<file path="src/rtl/jt053245_pkg.sv">
// jt053245_pkg: shared definitions for the 053245 sprite row drawer.
//   state_t     drawer FSM states
//   ZOOM_UNITY  hzoom value for 1:1 scaling (6 fractional bits)
//   MAX_OUT     hard cap on output pixels per tile row
//   CLIP_L/R    visible window bounds, used when JT053245_CLIP_EN is defined
//   zoom_step   maps hzoom[9:0] to an accumulator step (0 becomes 1)
package jt053245_pkg;

    typedef enum logic [1:0] {IDLE, FETCH0, FETCH1, DRAW} state_t;

    localparam int ZOOM_UNITY = 'h040;
    localparam int MAX_OUT    = 512;
    localparam int CLIP_L     = 'h020;
    localparam int CLIP_R     = 'h19F;

    // A zero step would never exhaust the row, so it is bumped to the smallest step.
    function automatic logic [9:0] zoom_step(input logic [9:0] hz);
        return (hz == '0) ? 10'd1 : hz;
    endfunction

endpackage

</file>
<file path="src/rtl/jt053245_draw_zoomstep.sv">
// jt053245_zoomstep: horizontal zoom accumulator for one tile row.
//   clk, rst_n  clock, asynchronous active-low reset
//   init_i      load the accumulator for a new row (keep_i: carry fraction)
//   adv_i       one output pixel produced this cycle, advance by step_i
//   hflip_i     mirror the source index
//   src_o       source pixel index for the current output pixel
//   done_o      the current output pixel is the last one of the row
module jt053245_zoomstep
    import jt053245_pkg::*;
(
    input  logic       clk,
    input  logic       rst_n,
    input  logic       init_i,
    input  logic       keep_i,
    input  logic       adv_i,
    input  logic       hflip_i,
    input  logic [9:0] step_i,
    output logic [3:0] src_o,
    output logic       done_o
);

    localparam int CNTW = $clog2(MAX_OUT);

    logic [10:0]     acc_q, acc_d;
    logic [CNTW-1:0] cnt_q;

    assign acc_d  = acc_q + {1'b0, step_i};
    // 15 - src is the bitwise complement for a 4-bit index
    assign src_o  = hflip_i ? ~acc_q[9:6] : acc_q[9:6];
    // Row ends when the integer part runs past 15 or the pixel cap is hit
    assign done_o = acc_d[10] | (cnt_q == CNTW'(MAX_OUT - 1));

    always_ff @(posedge clk or negedge rst_n) begin
        if (!rst_n) begin
            acc_q <= '0;
            cnt_q <= '0;
        end else if (init_i) begin
            // Continuing tiles keep only the sub-pixel phase of the previous row
            acc_q <= keep_i ? {5'b0, acc_q[5:0]} : '0;
            cnt_q <= '0;
        end else if (adv_i) begin
            acc_q <= acc_d;
            cnt_q <= cnt_q + CNTW'(1);
        end
    end

endmodule

</file>
<file path="src/rtl/jt053245_draw.sv">
// jt053245_draw: sprite row drawer behind the 053244 scanner.
// Latches a tile row descriptor on dr_start, fetches the 4bpp row as two
// 32-bit ROM words, then emits one zoomed/flipped pixel per cycle into the
// object line buffer, skipping transparent (zero) pixels.
//   clk, rst_n          clock, asynchronous active-low reset
//   dr_start/dr_busy    request from / throttle to the scanner
//   code..hz_keep       tile row descriptor
//   rom_cs/addr/data/ok sprite ROM word interface
//   buf_we/addr/din     line-buffer write port, din = {attr, pixel}
// Build option: JT053245_CLIP_EN suppresses writes outside x 0x020..0x19F.
module jt053245_draw
    import jt053245_pkg::*;
#(
    parameter int BUFW  = 9,
    parameter int ATTRW = 10
) (
    input  logic             clk,
    input  logic             rst_n,
    input  logic             dr_start,
    output logic             dr_busy,
    input  logic [15:0]      code,
    input  logic [ATTRW-1:0] attr,
    input  logic             hflip,
    input  logic             vflip,
    input  logic [8:0]       hpos,
    input  logic [3:0]       ysub,
    input  logic [11:0]      hzoom,
    input  logic             hz_keep,
    output logic             rom_cs,
    output logic [20:0]      rom_addr,
    input  logic [31:0]      rom_data,
    input  logic             rom_ok,
    output logic             buf_we,
    output logic [BUFW-1:0]  buf_addr,
    output logic [ATTRW+3:0] buf_din
);

    state_t             state_q;
    logic               busy_q, rom_cs_q, we_q;
    logic [20:0]        rom_addr_q;
    logic [BUFW-1:0]    baddr_q, xcur_q;
    logic [ATTRW+3:0]   bdin_q;
    logic [ATTRW-1:0]   attr_q;
    logic               hflip_q, keep_q;
    logic [9:0]         step_q;
    logic [8:0]         hpos_q;
    logic [15:0][3:0]   pix_q;
    logic [3:0]         src, pix;
    logic               done, vis;
    logic               unused_hz;

    // Only the low 10 zoom bits take part in stepping
    assign unused_hz = ^hzoom[11:10];

    jt053245_zoomstep u_zoom (
        .clk     (clk),
        .rst_n   (rst_n),
        .init_i  (state_q == FETCH1 && rom_ok),
        .keep_i  (keep_q),
        .adv_i   (state_q == DRAW),
        .hflip_i (hflip_q),
        .step_i  (step_q),
        .src_o   (src),
        .done_o  (done)
    );

    assign pix = pix_q[src];

`ifdef JT053245_CLIP_EN
    assign vis = (int'(xcur_q) >= CLIP_L) && (int'(xcur_q) <= CLIP_R);
`else
    assign vis = 1'b1;
`endif

    always_ff @(posedge clk or negedge rst_n) begin
        if (!rst_n) begin
            state_q    <= IDLE;
            busy_q     <= 1'b0;
            rom_cs_q   <= 1'b0;
            rom_addr_q <= '0;
            we_q       <= 1'b0;
            baddr_q    <= '0;
            bdin_q     <= '0;
            xcur_q     <= '0;
            attr_q     <= '0;
            hflip_q    <= 1'b0;
            keep_q     <= 1'b0;
            step_q     <= 10'd1;
            hpos_q     <= '0;
            pix_q      <= '0;
        end else begin
            we_q <= 1'b0;
            case (state_q)
                IDLE: begin
                    // busy drops one cycle after the last write is presented
                    busy_q <= dr_start;
                    if (dr_start) begin
                        attr_q     <= attr;
                        hflip_q    <= hflip;
                        keep_q     <= hz_keep;
                        step_q     <= zoom_step(hzoom[9:0]);
                        hpos_q     <= hpos;
                        rom_cs_q   <= 1'b1;
                        rom_addr_q <= {code, vflip ? ~ysub : ysub, 1'b0};
                        state_q    <= FETCH0;
                    end
                end
                FETCH0: if (rom_ok) begin
                    pix_q[7:0]    <= rom_data;
                    rom_addr_q[0] <= 1'b1;
                    state_q       <= FETCH1;
                end
                FETCH1: if (rom_ok) begin
                    pix_q[15:8] <= rom_data;
                    rom_cs_q    <= 1'b0;
                    // hz_keep continues from where the previous row stopped
                    if (!keep_q) xcur_q <= BUFW'(hpos_q);
                    state_q     <= DRAW;
                end
                DRAW: begin
                    we_q    <= (pix != 4'd0) && vis;
                    baddr_q <= xcur_q;
                    bdin_q  <= {attr_q, pix};
                    xcur_q  <= xcur_q + BUFW'(1);
                    if (done) state_q <= IDLE;
                end
                default: state_q <= IDLE;
            endcase
        end
    end

    assign dr_busy  = busy_q;
    assign rom_cs   = rom_cs_q;
    assign rom_addr = rom_addr_q;
    assign buf_we   = we_q;
    assign buf_addr = baddr_q;
    assign buf_din  = bdin_q;

endmodule

</file>
<file path="config.mk">
export PLATFORM = sky130hd
export DESIGN_NAME = jt053245_draw
export DESIGN_NICKNAME = d
export VERILOG_FILES = /design/src/rtl/jt053245_pkg.sv /design/src/rtl/jt053245_draw_zoomstep.sv /design/src/rtl/jt053245_draw.sv
export SDC_FILE = /design/constraint.sdc
export NUM_CORES = 1
export LEC_CHECK = 0
export CORE_AREA = 2 2 122 172
export CTS_CLUSTER_DIAMETER = 50
export DETAILED_ROUTE_END_ITERATION = 6
export DIE_AREA = 0 0 124 174
export GPL_ROUTABILITY_DRIVEN = 1
export PLACE_DENSITY = 0.58
export SLEW_MARGIN = 40
export SYNTH_ARGS = -nofsm -noshare
export SYNTH_HDL_FRONTEND = slang
export SYNTH_HIERARCHICAL = 1
export SYNTH_SLANG_ARGS = --single-unit
</file>
<file path="constraint.sdc">
create_clock -name clk -period 4.1 [get_ports clk]
set_clock_uncertainty 0.1 [all_clocks]
set_input_delay 1.23 -clock clk [delete_from_list [all_inputs] [get_ports clk]]
set_output_delay 1.23 -clock clk [all_outputs]
set_load 0.03 [all_outputs]
</file>
==> impl_metrics.csv, run 1 <==
group,metric,value,unit
critical_path,slowest_delay,410,ps
final_layout,final_cell_mix,"dfrtp_1, mux2_2, clkdlybuf4s50_1",
detailed_routing,vias,5181,
pwr,power_density,881,mW/mm²
detailed_routing,postRouteAntennaNets,0,
placed_design,port_buffers,134,
final_layout,drive_above_1_share,0.266,
final_layout,final_common_cell,"dfrtp_1",
die,die_w,124,µm
cts,root_buffer,"clkbuf_16",
sta,tightest_slew,803,ps
final_layout,seq_area,0.00433,mm²
critical_path,crit_path_start_kind,"register",
critical_path,arrival,3400,ps
hold_path,hp-class,"register to register",
global_route,grt_max_degree,70,
sta,setup_viol,0,
pwr,leakagePower,4.28,nW
placed_design,dp_cells,961,
synthesis,synth_area_leaders,"dfrtp_1, mux2_2, mux4_1, ha_1, o21ai_0",
critical_path,path_cells,"ha_1 > fa_1 > a21o_1 > a221oi_4 > o221a_2 > o21ai_0 > or3b_1 > nor2b_1 > a221o_1 > a21oi_1 > mux2_2",
synthesis,syn_area_per_cell,13.4,µm²
cts,path_clk_slew,70,ps
die,rows,62,
synthesis,seq_area_frac_synth,0.549,
detailed_routing,vias_per_cell,5.22,
cts,clock_sinks,173,
sta,maxSlewHeadroom,0.464,
placed_design,post-dp-hpwl,12.6,mm
synthesis,synth.ff_latch_count,173,
cts,post_cts_buffers,0,
pwr,ir_drop,414,µV
die,die_height,174,µm
critical_path,path_buf_inv,0,
final_layout,multi_input_area,0.00340,mm²
cts,htree_levels,4,
global_route,antenna_found_initial,0,
global_route,grt_use_total,0.167,
sta,period_minus_slack,3190,ps
die,start_util,0.391,
final_layout,stdcell_count,993,
detailed_routing,firstDrtPassIters,4,
critical_path,crit_fanout,4,
sta,rsz0062_at_grt,"false",
cts,worstSkewPairLatency,430,ps
sta,report.final.slew_viol_count,0,
sta,final.period_utilization,0.779,
critical_path,crit_path_top_delay_cell,"fa_1",
die,ios,137,
status,run_status,"finished, final reports clean",
die,core,0.0202,mm²
cts,clk_path_buf_depth,2,
global_route,grt_pass1_vias,5414,
synthesis,yosysTopAreaCell,"dfrtp_1",
final_layout,insertedDiodeCount,0,
global_route,grt_pass1_wl,27.9,mm
hold_path,hold_end,"step_q[0]",
detailed_routing,drt_iter0_markers,244,
critical_path,critical_path_class,"register to register",
sta,tns,0,ps
critical_path,r2r_cells,11,
hold_path,holdPathStages,2,
cts,numCtsBuffers,17,
critical_path,path_delay_family,"compound AO/OA/AOI/OAI gates",
detailed_routing,totalWireLength,17.4,mm
synthesis,ys.warnings.count,6,
final_layout,syn2layout_area_growth,28.4,%
placed_design,place.gp.congestion,0.770,
cts,cts_resized,0,
sta,fmax,313,MHz
critical_path,end_kind,"register",
critical_path,crit_required,4310,ps
detailed_routing,post-route-drc-count,0,
synthesis,synth_top_area_frac,0.546,
synthesis,syn_inst,587,
critical_path,worstReg2RegEnd,"state_q[1]",
synthesis,synth_nets,696,
synthesis,synth_area,0.00789,mm²
sta,timing_hold_violations_final,0,
detailed_routing,wl_per_cell,17.5,µm
cts,holdBufCountCts,0,
cts,cts_tree,"built",
synthesis,yosys_most_used_dff,"dfrtp_1",
run,max_cap_viol_count,0,
critical_path,timing.rr.start,"u_zoom/acc_q[0]",
final_layout,final_nets,833,
synthesis,synth_cell_types,53,
synthesis,synth-edff-count,0,
final_layout,fillers,1787,
hold_path,hp-start,"step_q[0]",
global_route,overflow,0,
synthesis,async_flop_share,1.00,
critical_path,worst-r2r-setup-slack,910,ps
die,die_area,0.0216,mm²
## logic make-up (layout without fill, tap and decap cells)
kind of cell / Yosys count / in the layout / share of synthesized area
flops: 173 / 173 / 0.549
mux: 157 / 157 / 0.250
simple gates: 91 / 91 / 0.0562
compound gates: 88 / 88 / 0.0697
buf+inv: 39 / 189 / 0.0217
xor+xnor: 20 / 20 / 0.0222
fa+ha+maj: 19 / 19 / 0.0311
## metal layers
| layer | vias up | part of all wire | global-route usage |
|---|---|---|---|
| met1 | 2592 | 0.40 | 0.193 |
| met5 | - | 0 | 0 |
| met2 | 145 | 0.52 | 0.294 |
| met4 | 0 | 0.018 | 0.0510 |
| met3 | 23 | 0.062 | 0.0489 |
| li1 | 2421 | - | - |
## per-stage QoR
step | setup WS [ps] | instance area (µm²) | total power, W | hold slack (ps) | utilization
6_report | 908 | 10100 | 0.00892 | 377 | 0.502
5_1_grt | 727 | 10100 | 0.00955 | 407 | 0.502
4_1_cts | 878 | 10100 | 0.00905 | 383 | 0.502
3_5_place_dp | 900 | 9540 | 0.00739 | 373 | 0.473
3_3_place_gp | 966 | 9540 | 0.00720 | 369 | 0.473
2_1_floorplan | 1160 | 7890 | 0.00603 | 360 | -
## sequential cells by signal, indices dropped and copies added (netlist names)
signal / flops
xcur_q: 9
step_q: 10
u_zoom/acc_q: 11
buf_we: 1
u_zoom/cnt_q: 9
pix_q: 64
dr_busy: 1
buf_addr: 9
state_q: 2
rom_addr: 21
hflip_q: 1
rom_cs: 1
hpos_q: 9
buf_din: 14
keep_q: 1
attr_q: 10
## Yosys cell counts, types with 9 or more instances
library cell	count
ha_1	18
a21oi_1	22
clkbuf_1	18
o21ai_0	37
xor2_1	12
dfrtp_1	172
nor2_1	15
mux2_2	133
nand3_1	16
mux4_1	9
inv_1	10
nand2_1	30
## where the power goes
group / total (W) / internal (W) / switching [W]
Combinational: 0.00422 / 0.00214 / 0.00209
Clock: 0.00162 / 0.000914 / 0.000708
Sequential: 0.00308 / 0.00257 / 0.000509
Total: 0.00892 / 0.00562 / 0.00330
## worst max-delay path by stage
stage / startpoint / endpoint / slack [ps] / cells past startpoint
after global routing: u_zoom/acc_q[0] / state_q[1] / 730 / 11
after CTS: u_zoom/acc_q[0] / state_q[1] / 880 / 11
after floorplan: u_zoom/acc_q[0] / state_q[1] / 1160 / 11
after global placement: u_zoom/acc_q[0] / state_q[1] / 970 / 11
final: u_zoom/acc_q[0] / state_q[1] / 910 / 11
after detailed placement: u_zoom/acc_q[0] / state_q[1] / 900 / 11
## cell type report
cell class | count | area share
Inverter | 10 | 0.00371
Multi-Input combinational cell | 375 | 0.336
Clock inverter | 13 | 0.0152
Tap cell | 256 | 0.0316
Clock buffer | 19 | 0.0428
Sequential cell | 173 | 0.428
Timing Repair Buffer | 147 | 0.143
## worst min-delay path: stages, from the launching register on
cell and delay (ps):
dfstp_2 370, nand2_1 40, o21ai_0 60
Power figures use the tool's default switching activity.
==> run 2, diff against run 1 <==
Settings changed: PLACE_DENSITY 0.58 to 0.61.
Clock period 4.1 ns to 2.68 ns, I/O delays scaled along.
==> run 2 against run 1 <==
  * Sequential power is 54% higher
  * Wire length is 1.5% higher
  * Worst hold slack got worse by 140 ps
  * Global-route usage rose by 0.34 points
  * Combinational power up 63%
  * The run now ends with negative setup slack left
  * Critical path type unchanged
  * Critical path depth is the same
==> impl_metrics.csv, run 2 (synthesis gave the netlist of run 1 again) <==
group,metric,value,unit
die,die_area,0.0216,mm²
cts,cts_tree,"built",
cts,worstSkewPairLatency,430,ps
pwr,p_comb_frac,0.486,
sta,timing_hold_violations_final,0,
cts,path_clk_slew,70,ps
die,ios,137,
sta,holdWs,237,ps
cts,numCtsBuffers,17,
global_route,grt_pass1_vias,5617,
detailed_routing,drt_iter0_markers,231,
cts,clock_sinks,173,
critical_path,slowest_delay,390,ps
final_layout,top_register,"pix_q",
detailed_routing,wl_met2,9.52,mm
sta,setup_viol,2,
detailed_routing,top_layer_used,"met4",
critical_path,crit_path_top_delay_cell,"dfrtp_1",
die,die_w,124,µm
status,violations,"negative setup slack",
final_layout,final_common_cell,"dfrtp_1",
critical_path,crit_path_start_kind,"register",
hold_path,hp-class,"input pin to asynchronous set/reset pin",
final_layout,largest_reg_flops,64,
status,run_status,"complete, but fails checks",
critical_path,path_delay_family,"compound AO/OA/AOI/OAI gates",
die,die_height,174,µm
sta,tns,-342,ps
placed_design,post-dp-hpwl,12.9,mm
final_layout,insertedDiodeCount,0,
pwr,seq_power_share,0.334,
sta,tightest_slew,607,ps
final_layout,drive_above_1_share,0.290,
critical_path,end_kind,"register",
detailed_routing,wl_met3,727,µm
placed_design,place.gp.congestion,0.842,
detailed_routing,vias,5288,
die,core,0.0202,mm²
pwr,power_density,1370,mW/mm²
die,rows,62,
die,start_util,0.391,
critical_path,arrival,3080,ps
detailed_routing,postRouteAntennaNets,0,
critical_path,path_cells,"ha_2 > fa_2 > a21o_1 > a221oi_4 > o221a_4 > o21ai_2 > or3b_1 > nor2b_1 > a221o_1 > a21oi_2 > mux2_2",
sta,report.final.slew_viol_count,0,
critical_path,critical_path_class,"register to register",
sta,final.period_utilization,1.07,
pwr,p_sw_frac,0.370,
pwr,ir_drop,624,µV
pwr,p_int,0.00892,W
placed_design,port_buffers,134,
cts,clk_path_buf_depth,2,
sta,rsz0062_at_grt,"true",
global_route,overflow,0,
pwr,clkPwrFrac,0.180,
global_route,antenna_found_initial,0,
run,max_cap_viol_count,0,
global_route,grt_pass1_wl,28.5,mm
cts,htree_levels,4,
sta,period_minus_slack,2880,ps
critical_path,crit_fanout,3,
critical_path,path_buf_inv,0,
sta,maxSlewHeadroom,0.594,
detailed_routing,totalWireLength,17.7,mm
final_layout,final_cell_mix,"dfrtp_1, mux2_2, clkdlybuf4s50_1",
critical_path,crit_required,2890,ps
pwr,leakagePower,4.40,nW
sta,fmax,348,MHz
global_route,grt_use_total,0.170,
detailed_routing,vias_per_cell,5.24,
detailed_routing,wl_per_cell,17.5,µm
final_layout,final_nets,850,
detailed_routing,firstDrtPassIters,4,
detailed_routing,met1Wirelength,7.16,mm
sta,setup_ws,-195,ps
global_route,grt_max_degree,61,
pwr,switchingPower,0.00524,W
detailed_routing,post-route-drc-count,0,
final_layout,syn2layout_area_growth,31.4,%
cts,root_buffer,"clkbuf_16",
==> run 2: cell count changes in the layout (fill, tap and decap cells not counted), sizes merged <==
cell      change
clkbuf        -2
buf          +17
inv           +3
clkinvlp      -1
==> run 2: layer usage <==
layer | track usage | up-vias
li1 | - | 2448
met1 | 0.199 | 2702
met2 | 0.310 | 117
met3 | 0.0348 | 21
met4 | 0.0510 | 0
met5 | 0 | -
==> run 2: cell type report <==
| type | count | area (µm²) |
|---|---|---|
| Fill cell | 1761 | 9800 |
| Sequential cell | 173 | 4330 |
| Multi-Input combinational cell | 375 | 3420 |
| Timing Repair Buffer | 164 | 1640 |
| Clock buffer | 17 | 425 |
| Tap cell | 256 | 320 |
| Clock inverter | 15 | 191 |
| Inverter | 10 | 37.5 |
==> run 2: per-stage QoR <==
step	instances	instance area [µm²]	utilization	setup slack, ps	total power [W]
CTS	1008	10300	0.513	-231	0.0142
detailed placement	972	9690	0.481	-263	0.0116
global route	1010	10400	0.514	-313	0.0151
finish	1010	10400	0.514	-195	0.0142
floorplan	587	7900	-	-153	0.00924
global placement	972	9690	0.481	-174	0.0113
==> run 2: power by group through the flow <==
stage	Clock, W	Combinational, W	Sequential, W
after floorplan	0	0.00404	0.00520
after global placement	0	0.00658	0.00468
after detailed placement	0	0.00680	0.00477
after CTS	0.00262	0.00690	0.00473
after global routing	0.00273	0.00746	0.00489
final	0.00255	0.00688	0.00473
==> run 2: final timing paths <==
kind | startpoint | to | depth (start not counted) | slack [ps]
min in group clk | rom_addr[2] | rom_addr[2] | 2 | 380
hold / removal | rst_n | pix_q[48] | 1 | 240
max in group asynchronous | rst_n | rom_addr[9] | 2 | 1550
setup / recovery | u_zoom/acc_q[0] | state_q[1] | 11 | -200
hold reg to reg | rom_addr[2] | rom_addr[2] | 2 | 380
setup reg to reg | u_zoom/acc_q[0] | state_q[1] | 11 | -200
==> run 2: timing repair <==
item | 4_1_cts | 5_1_grt
setup endpoints to repair | 2 | 2
resized for setup | 1 | 2
pin swaps | 3 | 3
buffers inserted | 4 | 2
hold buffers | 0 | 0
